--- src/rtl/booth_multiplier_if.sv ---
// Start/operand/result bundle for booth_multiplier; the master drives the start pulse and operands.
// No backpressure: a start is always accepted and the result arrives as a one-cycle strobe.
interface booth_multiplier_if #(
    parameter int WIDTH = 32
);
    logic             ctrl_MULT;
    logic [WIDTH-1:0] data_operandA;
    logic [WIDTH-1:0] data_operandB;
    logic [WIDTH-1:0] data_result;
    logic             data_exception;
    logic             data_resultRDY;

    modport master (
        output ctrl_MULT, data_operandA, data_operandB,
        input  data_result, data_exception, data_resultRDY
    );

    modport slave (
        input  ctrl_MULT, data_operandA, data_operandB,
        output data_result, data_exception, data_resultRDY
    );
endinterface

--- src/rtl/booth_multiplier.sv ---
// Sequential radix-2 Booth signed multiplier on a 32-bit carry-lookahead adder; 33-cycle latency.
// No backpressure: a new start aborts any operation in flight and the result is a one-cycle strobe.

// 8-bit lookahead block exporting group generate/propagate for the next lookahead level.
module booth_cla8 (
    input  logic [7:0] a_i,
    input  logic [7:0] b_i,
    input  logic       c_i,
    output logic [7:0] s_o,
    output logic       g_o,
    output logic       p_o
);
    logic [7:0] g;
    logic [7:0] p;
    logic [7:0] c;

    assign g = a_i & b_i;
    assign p = a_i ^ b_i;

    always_comb begin
        logic acc;
        acc = 1'b0;
        c   = '0;
        for (int i = 0; i < 8; i++) begin
            acc = c_i;
            for (int j = 0; j < i; j++) acc = g[j] | (p[j] & acc);
            c[i] = acc;
        end
    end

    assign s_o = p ^ c;

    always_comb begin
        g_o = 1'b0;
        p_o = 1'b1;
        for (int i = 0; i < 8; i++) begin
            g_o = g[i] | (p[i] & g_o);
            p_o = p_o & p[i];
        end
    end
endmodule

module booth_cla32 (
    input  logic [31:0] a_i,
    input  logic [31:0] b_i,
    input  logic        c_i,
    output logic [31:0] s_o,
    output logic        c_o
);
    logic [3:0] blk_g;
    logic [3:0] blk_p;
    logic [3:0] blk_c;

    for (genvar k = 0; k < 4; k++) begin : g_blk
        booth_cla8 u_cla8 (
            .a_i (a_i[8*k +: 8]),
            .b_i (b_i[8*k +: 8]),
            .c_i (blk_c[k]),
            .s_o (s_o[8*k +: 8]),
            .g_o (blk_g[k]),
            .p_o (blk_p[k])
        );
    end

    always_comb begin
        logic acc;
        acc   = 1'b0;
        blk_c = '0;
        for (int k = 0; k < 4; k++) begin
            acc = c_i;
            for (int j = 0; j < k; j++) acc = blk_g[j] | (blk_p[j] & acc);
            blk_c[k] = acc;
        end
    end

    assign c_o = blk_g[3] | (blk_p[3] & blk_c[3]);
endmodule

module booth_multiplier #(
    parameter int WIDTH = 32
) (
    input  logic                clock,
    input  logic                reset_n,
    booth_multiplier_if.slave   bus
);
    localparam logic [1:0] ST_IDLE = 2'd0;
    localparam logic [1:0] ST_RUN  = 2'd1;
    localparam logic [1:0] ST_DONE = 2'd2;
    localparam logic [5:0] N_ITER  = 6'(WIDTH);

    logic [1:0]       state_q, state_d;
    logic [2*WIDTH:0] p_q, p_d;
    logic [WIDTH-1:0] m_q, m_d;
    logic [5:0]       cnt_q, cnt_d;
    logic [WIDTH-1:0] result_q, result_d;
    logic             exc_q, exc_d;
    logic             rdy_q, rdy_d;

    logic             do_op;
    logic             do_sub;
    logic [WIDTH-1:0] add_b;
    logic [WIDTH-1:0] add_s;
    logic             add_co;
    logic [WIDTH:0]   acc;
    logic [WIDTH:0]   prod_hi;

    assign do_op  = p_q[1] ^ p_q[0];
    assign do_sub = p_q[1] & ~p_q[0];
    assign add_b  = do_sub ? ~m_q : m_q;

    booth_cla32 u_add (
        .a_i (p_q[2*WIDTH:WIDTH+1]),
        .b_i (add_b),
        .c_i (do_sub),
        .s_o (add_s),
        .c_o (add_co)
    );

    // The accumulator is kept one bit wider than the operands so that
    // subtracting 0x80000000 (i.e. adding +2^31) cannot overflow.
    assign acc = do_op ? {p_q[2*WIDTH] ^ add_b[WIDTH-1] ^ add_co, add_s}
                       : {p_q[2*WIDTH], p_q[2*WIDTH:WIDTH+1]};

    // Product bits 63:31 sit at P[64:32]; they must all match for a 32-bit fit.
    assign prod_hi = p_q[2*WIDTH:WIDTH];

    always_comb begin
        state_d  = state_q;
        p_d      = p_q;
        m_d      = m_q;
        cnt_d    = cnt_q;
        result_d = result_q;
        exc_d    = exc_q;
        rdy_d    = 1'b0;
        if (bus.ctrl_MULT) begin
            state_d = ST_RUN;
            p_d     = {{WIDTH{1'b0}}, bus.data_operandB, 1'b0};
            m_d     = bus.data_operandA;
            cnt_d   = '0;
        end else begin
            case (state_q)
                ST_RUN: begin
                    if (cnt_q == N_ITER) begin
                        state_d  = ST_DONE;
                        result_d = p_q[WIDTH:1];
                        exc_d    = ~((&prod_hi) | ~(|prod_hi));
                        rdy_d    = 1'b1;
                    end else begin
                        p_d   = {acc, p_q[WIDTH:1]};
                        cnt_d = cnt_q + 6'd1;
                    end
                end
                ST_DONE: state_d = ST_IDLE;
                default: state_d = ST_IDLE;
            endcase
        end
    end

    always_ff @(posedge clock or negedge reset_n) begin
        if (!reset_n) begin
            state_q  <= ST_IDLE;
            p_q      <= '0;
            m_q      <= '0;
            cnt_q    <= '0;
            result_q <= '0;
            exc_q    <= 1'b0;
            rdy_q    <= 1'b0;
        end else begin
            state_q  <= state_d;
            p_q      <= p_d;
            m_q      <= m_d;
            cnt_q    <= cnt_d;
            result_q <= result_d;
            exc_q    <= exc_d;
            rdy_q    <= rdy_d;
        end
    end

    assign bus.data_result    = result_q;
    assign bus.data_exception = exc_q;
    assign bus.data_resultRDY = rdy_q;
endmodule

--- src/flat_wrapper.sv ---
// flat-port wrapper written by rule: the top's interface ports become plain ports
module booth_multiplier_flat 
#(
    parameter int WIDTH = 32
)
  (clock, reset_n, bus_ctrl_MULT, bus_data_operandA, bus_data_operandB, bus_data_result, bus_data_exception, bus_data_resultRDY);
  booth_multiplier_if #(.WIDTH(WIDTH)) bus_i ();
  input  logic clock;
  input  logic reset_n;
  input wire logic [$bits(bus_i.ctrl_MULT)-1:0] bus_ctrl_MULT;
  input wire logic [$bits(bus_i.data_operandA)-1:0] bus_data_operandA;
  input wire logic [$bits(bus_i.data_operandB)-1:0] bus_data_operandB;
  output wire logic [$bits(bus_i.data_result)-1:0] bus_data_result;
  output wire logic [$bits(bus_i.data_exception)-1:0] bus_data_exception;
  output wire logic [$bits(bus_i.data_resultRDY)-1:0] bus_data_resultRDY;
  assign bus_i.ctrl_MULT = bus_ctrl_MULT;
  assign bus_i.data_operandA = bus_data_operandA;
  assign bus_i.data_operandB = bus_data_operandB;
  assign bus_data_result = bus_i.data_result;
  assign bus_data_exception = bus_i.data_exception;
  assign bus_data_resultRDY = bus_i.data_resultRDY;
  booth_multiplier #(.WIDTH(WIDTH)) u_core (.clock(clock), .reset_n(reset_n), .bus(bus_i));
endmodule
--- config.mk ---
export PLATFORM = sky130hd
export DESIGN_NAME = booth_multiplier_flat
export DESIGN_NICKNAME = d
export VERILOG_FILES = /design/src/rtl/booth_multiplier_if.sv /design/src/rtl/booth_multiplier.sv /design/src/flat_wrapper.sv
export SDC_FILE = /design/constraint.sdc
export NUM_CORES = 1
export LEC_CHECK = 0
export CELL_PAD_IN_SITES_DETAIL_PLACEMENT = 0
export CELL_PAD_IN_SITES_GLOBAL_PLACEMENT = 1
export CORE_ASPECT_RATIO = 0.75
export CORE_MARGIN = 4
export CORE_UTILIZATION = 48
export DETAILED_ROUTE_END_ITERATION = 8
export GPL_TIMING_DRIVEN = 0
export PLACE_DENSITY_LB_ADDON = 0.12
export SYNTH_ARGS = -nofsm -noshare
export SYNTH_HDL_FRONTEND = slang
export SYNTH_SLANG_ARGS = --single-unit
--- constraint.sdc ---
create_clock -name clock -period 14 [get_ports clock]
set_clock_uncertainty 0.1 [all_clocks]
set_input_delay 1.4 -clock clock [delete_from_list [all_inputs] [get_ports clock]]
set_output_delay 1.4 -clock clock [all_outputs]
set_load 0.1 [all_outputs]
==> out/metrics.csv <==
stage,metric,value,unit
setup_path,Worst setup SP type,flip-flop,
floorplanning,Die X,154,um
timing,final setup margin,7230,ps
power,total power,1.54,mW
layout,NumNets Final,895,
cts,htree depth,4,
layout,Synth-to-Final Area Change,25.2,%
timing,post-route setup TNS,0,ps
layout,most frequent cells in the layout,"139 x dfrtp_1, 99 x clkdlybuf4s50_1, 66 x mux2_2, 64 x mux2i_1, 46 x nor2_1",
drt,First-pass DRT Iterations,4,
timing,Slew HR,31.7,%
setup_path,worst r2r src,u_core.p_q[1],
setup_path,"Data required, critical path",14180,ps
drt,Detailed Route WL,17700,um
power,Max IR drop VDD,89.8,uV
floorplanning,Die Span Y,118,um
setup_path,Worst Setup SP,u_core.p_q[1],
synthesis,Yosys reg bits,139,
setup_path,reg2reg end,u_core.p_q[63],
placement,pre-CTS setup slack,7230,ps
setup_path,crit path max fanout,10,
global_route,first-pass GRT wire length,29600,um
layout,layout cells sized above 1,16.4,%
floorplanning,DIE AREA,18100,sq um
cts,post-CTS setup buffer count,0,
cts,PostCTS Resize Cnt,0,
cts,"Clk Latency, worst-skew pair",420,ps
global_route,largest net degree at the start of global routing,92,
synthesis,fraction of registers with async set or reset after synthesis,100,%
power,leakage power,4.60,nW
drt,routed vias/inst,5.45,
floorplanning,Starting Density,49.7,%
setup_path,CP peak stage delay,450,ps
cts,Clock Tree Root,clkbuf_16,
floorplanning,io pins,101,
setup_path,CP cell instances,ha_1 -> buf_2 -> buf_2 -> xor2_1 -> ha_1 -> a211oi_1 -> o211ai_1 -> a211oi_1 -> o41ai_2 -> a22o_1 -> fa_1 -> fa_1 -> fa_1 -> fa_1 -> fa_1 -> fa_1 -> fa_1 -> xnor2_1 -> o21ai_0 -> mux2i_1 -> nor2_1,
placement,Placed Cells,952,
global_route,overall routing resource usage,20.2,%
flow_run,Max Cap Viol,0,
cts,CTS tree,done,
layout,"most common cell after layout, fill and taps aside",dfrtp_1,
synthesis,syn nets,775,
synthesis,syn avg cell area,11.9,sq um
cts,clock sink total,139,
global_route,number of global-route vias before repair,5624,
setup_path,most used cell along the critical path,fa_1,
layout,Finished Layout Cells,984,
floorplanning,Rows,39,
setup_path,worst setup path category,flip-flop to flip-flop,
setup_path,critical path endpoint,u_core.p_q[63],
drt,DRC viols,0,
setup_path,R2R setup slack,7230,ps
timing,Final Hold Viols,0,
timing,Worst-Margin Slew,1020,ps
layout,ant diodes,0,
floorplanning,core area,15500,sq um
synthesis,Synth top area share,45.3,%
synthesis,ys flop type,dfrtp_1,
min_path,HP Class,flip-flop to flip-flop,
run_status,status,finished clean,
setup_path,Crit-path slowest cell,dfrtp_1,
placement,Final HPWL DP,13100,um
cts,clock slew at reported path FFs,60,ps
placement,gpl congestion,0.833,
drt,routed vias,5366,
synthesis,Synth Instances,646,
cts,CTS Buffer Depth,2,
synthesis,top post-synthesis cells by area,"dfrtp_1 45%, mux2_2 9.7%, mux2i_1 8.3%",
timing,fin crit share,48.3,%
timing,# setup viols final,0,
setup_path,endpoint class of the critical path,flip-flop,
power,pwr/cell area,160,nW/um^2
synthesis,Synth Cell Area,7680,sq um
placement,I/O Buffers,100,
synthesis,number of library cell types mapped by synthesis,39,
timing,final max-slew violation count,0,
global_route,initial antenna violation count,0,
layout,multi-input logic area,3970,sq um
global_route,gr ovfl total,0,
drt,Final ANT Viol Nets,0,
synthesis,Synth area leader,dfrtp_1,
drt,WL/cell,17.9,um
setup_path,Worst R2R Path Depth,21,
drt,Detailed Route Iter0 Violations,250,
setup_path,Worst EP arrival,6950,ps
synthesis,Post-synth EDFFs,0,
timing,fmax,0.148,GHz
layout,flip-flop and latch area,3480,sq um
timing,post-layout min period,6770,ps
timing,RSZ-0062 raised after global routing,false,
cts,cts bufs inserted,17,
layout,fill cell count,1236,
cts,hold buffers post-CTS,0,
synthesis,YS warnings,0,
synthesis,sequential area share after synthesis,45.3,%
## layout make-up
cell class	count	share of cell area (%)
multi-input cells	465	41.3
flip-flops and latches	139	36.2
repair buffers	101	10.7
clock buffers	18	4.46
well taps	205	2.67
clock inverters	14	2.29
plain buffers	37	2.20
inverters	5	0.195
## report_power, final
| group | switching (mW) | total (mW) | leakage (nW) | internal, mW |
|---|---|---|---|---|
| logic | 0.259 | 0.488 | 2.52 | 0.229 |
| registers | 0.0929 | 0.556 | 1.78 | 0.463 |
| clock network | 0.177 | 0.493 | 0.303 | 0.317 |
| total | 0.529 | 1.54 | 4.60 | 1.01 |
## layer usage
| layer | global-route usage [%] | routed length (um) | vias up |
|---|---|---|---|
| li1 | - | - | 2561 |
| met1 | 30.6 | 8770 | 2675 |
| met2 | 29.0 | 7790 | 117 |
| met3 | 5.18 | 916 | 13 |
| met4 | 4.85 | 180 | 0 |
| met5 | 0 | 0 | - |
## critical path: cells and delay by family, from the launching register on
| kind | cells | cell delay (ps) |
|---|---|---|
| adder cells (fa/ha/maj) | 9 | 3490 |
| AO/OA/AOI/OAI | 6 | 1290 |
| buffers and inverters | 2 | 590 |
| XOR/XNOR | 2 | 500 |
| flip-flops | 1 | 450 |
| multiplexers | 1 | 140 |
| AND/OR/NAND/NOR | 1 | 60 |
## logic make-up after synthesis
logic type               after synthesis  synth area share, %
flip-flops                           139                 45.3
AND/OR/NAND/NOR                      135                 8.26
multiplexers                         130                 18.0
AO/OA/AOI/OAI                         96                 7.93
adder cells (fa/ha/maj)               62                 12.7
XOR/XNOR                              42                 4.79
buffers and inverters                 42                 3.00
## synth_stat cells (all sizes together) (5+ instances only)
library cell / number
o21ai: 43
mux2: 66
xnor2: 7
nor2: 46
nor3: 8
nor4: 9
clkbuf: 13
mux2i: 64
ha: 35
buf: 24
fa: 27
a21oi: 6
xor2: 35
o211ai: 5
nand4: 15
inv: 5
dfrtp: 139
nand2: 42
a211oi: 33
## flip-flops by register name, summed over array words and instances (netlist names)
| register | cells |
|---|---|
| u_core.bus.data_exception | 1 |
| u_core.bus.data_result | 32 |
| u_core.bus.data_resultRDY | 1 |
| u_core.cnt_q | 6 |
| u_core.m_q | 32 |
| u_core.p_q | 65 |
| u_core.state_q | 2 |
## worst min path at each step
| stage | startpoint | to | slack [ps] | cells past startpoint |
|---|---|---|---|---|
| floorplan | u_core.p_q[0] | u_core.p_q[0] | 390 | 2 |
| CTS | u_core.bus.data_result[14] | u_core.bus.data_result[14] | 410 | 1 |
| global route | u_core.bus.data_result[8] | u_core.bus.data_result[8] | 420 | 1 |
| detailed placement | u_core.bus.data_result[8] | u_core.bus.data_result[8] | 390 | 1 |
| global placement | u_core.bus.data_result[25] | u_core.bus.data_result[25] | 390 | 1 |
| finish | u_core.bus.data_result[14] | u_core.bus.data_result[14] | 400 | 1 |
## through the flow
step                      hold slack [ps]  utilization [%]  area, sq um
after CTS                             409             62.2         9620
after global placement                388             57.8         8940
final                                 404             62.2         9620
after detailed placement              394             58.0         8970
after floorplan                       386                -         7680
after global routing                  424             62.2         9620
Note: power is estimated with default switching activity, not from simulation.
